### src/rtl/vga_fb_arbiter.sv
// Framebuffer arbiter: shares a single-port RAM between display prefetch (pixel FIFO) and CPU writes.
// Optional build macro VGA_FB_UNDERFLOW_COLOR_EN: underflow pixels show magenta instead of black.
module vga_fb_arbiter #(
   parameter int unsigned H_RES      = 640,
   parameter int unsigned V_RES      = 480,
   parameter int unsigned AW         = 19,
   parameter int unsigned FIFO_DEPTH = 8,
   parameter int unsigned LOW_WATER  = 4
) (
   input  logic          pclk,
   input  logic          reset,
   input  logic          vsync,
   input  logic          valid,
   output logic [23:0]   vga_data,
   input  logic          cpu_wr_valid,
   output logic          cpu_wr_ready,
   input  logic [AW-1:0] cpu_wr_addr,
   input  logic [23:0]   cpu_wr_data,
   output logic          mem_en,
   output logic          mem_we,
   output logic [AW-1:0] mem_addr,
   output logic [23:0]   mem_wdata,
   input  logic [23:0]   mem_rdata,
   output logic          underflow
);

   localparam int unsigned DW   = 24;
   localparam int unsigned NPIX = H_RES * V_RES;
   localparam int unsigned PW   = $clog2(FIFO_DEPTH);
   localparam int unsigned CW   = PW + 1;
   localparam logic [AW-1:0] LAST_ADDR = AW'(NPIX - 1);
`ifdef VGA_FB_UNDERFLOW_COLOR_EN
   localparam logic [DW-1:0] UF_COLOR = 24'hFF00FF;
`else
   localparam logic [DW-1:0] UF_COLOR = 24'h000000;
`endif

   typedef enum logic [1:0] {S_IDLE, S_FETCH, S_DONE} state_e;

   state_e            state_q, state_d;
   logic              vsync_q;
   logic [AW-1:0]     fetch_addr_q, fetch_addr_d;
   logic              inflight_q, inflight_d;
   logic [PW-1:0]     wptr_q, wptr_d, rptr_q, rptr_d;
   logic [CW-1:0]     count_q, count_d;
   logic              underflow_q, underflow_d;
   logic [DW-1:0]     fifo_q [FIFO_DEPTH];

   logic              frame_start, fifo_empty, eligible, urgent;
   logic              grant_fetch, grant_cpu, push, pop;
   logic [CW-1:0]     occ;

   // Occupancy counts the read in flight so the FIFO can never be over-committed
   assign frame_start = vsync_q & ~vsync;
   assign occ         = count_q + CW'(inflight_q);
   assign fifo_empty  = (count_q == '0);
   assign eligible    = ~reset & ~frame_start & (state_q == S_FETCH) & (occ < CW'(FIFO_DEPTH));
   assign urgent      = eligible & (occ < CW'(LOW_WATER));
   assign push        = inflight_q;
   assign pop         = valid & ~fifo_empty;

   always_ff @(posedge pclk) begin
      if (reset) state_q <= S_IDLE;
      else       state_q <= state_d;
   end

   always_comb begin
      state_d = state_q;
      if (frame_start)
         state_d = S_FETCH;
      else if (grant_fetch && (fetch_addr_q == LAST_ADDR))
         state_d = S_DONE;
   end

   // Grant decode and RAM port drive
   always_comb begin
      grant_fetch  = 1'b0;
      grant_cpu    = 1'b0;
      mem_en       = 1'b0;
      mem_we       = 1'b0;
      mem_addr     = '0;
      mem_wdata    = '0;
      if (urgent)                    grant_fetch = 1'b1;
      else if (cpu_wr_valid && !reset) grant_cpu = 1'b1;
      else if (eligible)             grant_fetch = 1'b1;
      if (grant_cpu) begin
         mem_en    = 1'b1;
         mem_we    = 1'b1;
         mem_addr  = cpu_wr_addr;
         mem_wdata = cpu_wr_data;
      end else if (grant_fetch) begin
         mem_en    = 1'b1;
         mem_addr  = fetch_addr_q;
      end
      cpu_wr_ready = grant_cpu;
   end

   // Frame start flushes everything, including a read returning this cycle
   always_comb begin
      fetch_addr_d = fetch_addr_q;
      inflight_d   = inflight_q;
      wptr_d       = wptr_q;
      rptr_d       = rptr_q;
      count_d      = count_q;
      underflow_d  = underflow_q;
      if (frame_start) begin
         fetch_addr_d = '0;
         inflight_d   = 1'b0;
         wptr_d       = '0;
         rptr_d       = '0;
         count_d      = '0;
         underflow_d  = 1'b0;
      end else begin
         fetch_addr_d = fetch_addr_q + AW'(grant_fetch);
         inflight_d   = grant_fetch;
         if (push) wptr_d = wptr_q + PW'(1);
         if (pop)  rptr_d = rptr_q + PW'(1);
         count_d = count_q + CW'(push) - CW'(pop);
         if (valid && fifo_empty) underflow_d = 1'b1;
      end
   end

   always_ff @(posedge pclk) begin
      if (reset) begin
         vsync_q      <= 1'b1;
         fetch_addr_q <= '0;
         inflight_q   <= 1'b0;
         wptr_q       <= '0;
         rptr_q       <= '0;
         count_q      <= '0;
         underflow_q  <= 1'b0;
      end else begin
         vsync_q      <= vsync;
         fetch_addr_q <= fetch_addr_d;
         inflight_q   <= inflight_d;
         wptr_q       <= wptr_d;
         rptr_q       <= rptr_d;
         count_q      <= count_d;
         underflow_q  <= underflow_d;
      end
   end

   always_ff @(posedge pclk) begin
      if (push && !frame_start) fifo_q[wptr_q] <= mem_rdata;
   end

   always_comb begin
      vga_data = '0;
      if (!reset && valid) vga_data = fifo_empty ? UF_COLOR : fifo_q[rptr_q];
   end

   assign underflow = underflow_q;

endmodule

### config.mk
export PLATFORM = sky130hd
export DESIGN_NAME = vga_fb_arbiter
export DESIGN_NICKNAME = d
export VERILOG_FILES = /design/src/rtl/vga_fb_arbiter.sv
export SDC_FILE = /design/constraint.sdc
export NUM_CORES = 1
export LEC_CHECK = 0
export BUFFER_PORTS_ARGS = -buffer_cell sky130_fd_sc_hd__buf_2
export CORE_AREA = 8 8 186 118
export CTS_CLUSTER_SIZE = 8
export DETAILED_ROUTE_END_ITERATION = 7
export DIE_AREA = 0 0 194 126
export PLACE_DENSITY = 0.76
export SLEW_MARGIN = 25
export SYNTH_ARGS = -nofsm -noshare
export SYNTH_HDL_FRONTEND = slang
export SYNTH_SLANG_ARGS = --single-unit
### constraint.sdc
create_clock -name pclk -period 5.09 [get_ports pclk]
set_input_delay 0.2545 -clock pclk [delete_from_list [all_inputs] [get_ports pclk]]
set_output_delay 0.2545 -clock pclk [all_outputs]
set_load 0.03 [all_outputs]
==> results.cfg <==
[run_status]
run_status = completed

[logic_synthesis]
yosys.area.top_type = edfxtp_1
yosys_warnings = 0
synth_nets = 623
synthTopCellsByArea = edfxtp_1, mux4_2, dfxtp_1, mux2i_1, nor2_1
synth_adder_area_share = 0.01067
netlist_instances = 543
synth-edff-count = 192
ys.flop_type = edfxtp_1
ys_seq_area_frac = 0.6938
synth_commonest_cells = edfxtp_1, nor2_1, mux4_2
synthMuxAreaShare = 0.1442
synth-simple-area-share = 0.08085
synthXorXnorAreaFrac = 0.02215
synth-compound-area-share = 0.03202
yosysTopAreaCellShare = 0.6148
synth_seq_cells = 229
synth.most_common_cell = edfxtp_1
ys_async_sr_fraction = 0
synth_area_um2 = 9378
syn-mean-instance-area_um2 = 17.27
synth_top_family_by_area = multiplexers
ys_types = 45

[critical_path]
path_class = reg2reg
worstPathRequired_ns = 5.50
startpoint_type = register
end_kind = register
crit_arrival_ns = 4.23
critPathMaxFanout = 18

[pwr]
p_leak_nw = 3.988
power_density_nw_per_um2 = 379.1
finalPower_mw = 4.307
vdd_ir_drop_max_mv = 0.3541

[route]
avgViaCountPerCell = 5.443
drt-total-wl_mm = 19.62
wl_per_cell_um = 20.24
drc = 0
drt_iter0_markers = 324
num_vias = 5274
postRouteAntennaNets = 0
dr.pass1.iters = 4

[final_layout]
utilization = 0.5881
regArea_um2 = 6511
multiInputGateArea_um2 = 2744
area.growth.synth_to_final_pct = 21.16
drive_above_1_share = 0.3869
nNetsFinal = 786
num-fill-cells = 1444

[sta]
tightest_slew_ns = 0.9486
fmax_ghz = 0.2622
finalSetupViolCount = 0
finalHoldViolations = 0
finalMaxSlewViolations = 0
rsz0062_at_grt = false
slew_headroom = 0.3676
tns_ns = 0
post-route-period-util = 0.7492
skew_ns = 0.01129
holdWs_ns = 0.03880
timing.final.crit_period_ns = 3.813

[clocking]
cts_root_buffer = clkbuf_16
clk_latency_ns = 0.49
cts.htree.levels = 2
cts_buffers = 34
clock_sinks = 229
post_cts_buffers = 0
cts_tree = built
clk_pin_slew_ns = 0.05
cts_resized = 0
clock_path_buffers = 3

[global_route]
grt_max_degree = 49
track_usage = 0.1591
global_route.overflow_total = 0
grt_pass1_vias = 5602
grt_pass1_wl_mm = 30.83
antenna_found_initial = 1

[die]
die_h_um = 126
start_util = 0.4854
ios = 143
row_count = 40
die_w_um = 194
dieArea_um2 = 24440
coreArea_um2 = 19320

[job]
drv_cap = 0

[placed_design]
hpwl_mm = 12.02
portBuffers = 142
gp_congestion = 0.7824

[min_path]
min_path_type = in2reg
[report_power, final]
group	internal (mW)	switching (mW)	total, mW
logic	0.117	0.165	0.283
registers	2.05	0.0148	2.06
clock network	1.23	0.728	1.96
[per-layer routing]
metal / wire [µm] / global-route usage / part of all wire / up-vias
li1: - / - / - / 2453
met1: 8492 / 0.2036 / 0.43 / 2656
met2: 9828 / 0.2694 / 0.50 / 132
met3: 1036 / 0.03590 / 0.053 / 31
met4: 244 / 0.04787 / 0.012 / 2
met5: 13 / 0 / 0.00066 / -
[sequential cells by signal (all words and copies together) (netlist names), named ones only]
signal	count
vsync_q	1
underflow	1
wptr_q	3
state_q	2
fetch_addr_q	19
rptr_q	3
count_q	4
inflight_q	1
fifo_q	192
[critical path, stage by stage, from the launching register on]
cell     delay, ns
dfxtp_1       0.37
ha_1          0.25
ha_1          0.23
xnor2_2       0.26
nor2_2        0.10
nor4_4        0.83
ha_1          0.36
ha_1          0.24
and3_1        0.31
nand3_4       0.12
or4_1         0.51
a21oi_1       0.15
[cell usage in the layout (no fill, tap or decap), drive strengths merged, types with 2 or more instances in the layout]
cell and count:
nand4 3, or3 2, nand2 11, nand2b 8
xor2 12, a22o 17, or4 4, and3 2
and2 27, nand3 13, ha 8, buf 155
a21oi 6, clkinv 3, nor3 4, and4 3
xnor2 10, mux4 48, inv 2, nand3b 3
o31ai 3, edfxtp 192, dfxtp 37, mux2i 26
nor4 4, clkbuf 43, nor2 57, o21ai 2
[through the flow]
step | worst slack, ns | instance area (µm²) | cells
floorplan | 1.920 | 9378 | 543
global placement | 1.517 | 10380 | 920
detailed placement | 1.341 | 10380 | 920
CTS | 1.297 | 11330 | 967
global route | 1.029 | 11360 | 968
finish | 1.277 | 11360 | 969
[cells by family (layout without fill, tap and decap cells)]
family / after synthesis / after routing
AOI/OAI and AO/OA: 34 / 34
xor gates and xnor gates: 22 / 22
adders and majority gates: 8 / 8
buffers and inverters: 31 / 204
DFF: 229 / 229
muxes: 75 / 75
other: 0 / 1
and+or+nand+nor: 144 / 144
[cell type report]
cell class                 instances  share of cell area
antenna                            1           0.0002202
clock buffer                      43             0.07973
clock inverter                     3            0.003304
inverter                           2           0.0006607
multi-input combinational        283              0.2415
sequential                       229              0.5731
tap                              252             0.02775
timing repair buffer             156             0.07378
[worst paths after layout]
kind / start / end / slack (ns) / cells past startpoint
worst max-delay path: inflight_q / fetch_addr_q[18] / 1.28 / 11
worst min-delay path: mem_rdata[3] / fifo_q[0][3] / 0.04 / 1
worst max register to register: inflight_q / fetch_addr_q[18] / 1.28 / 11
worst min register to register: state_q[1] / state_q[1] / 0.49 / 1
[timing repair]
item                       in CTS  in global routing
hold buffers                    1                  0
hold endpoints to repair        1                  0
setup endpoints to repair       0                  0
Note: power is estimated with default switching activity, not from simulation.
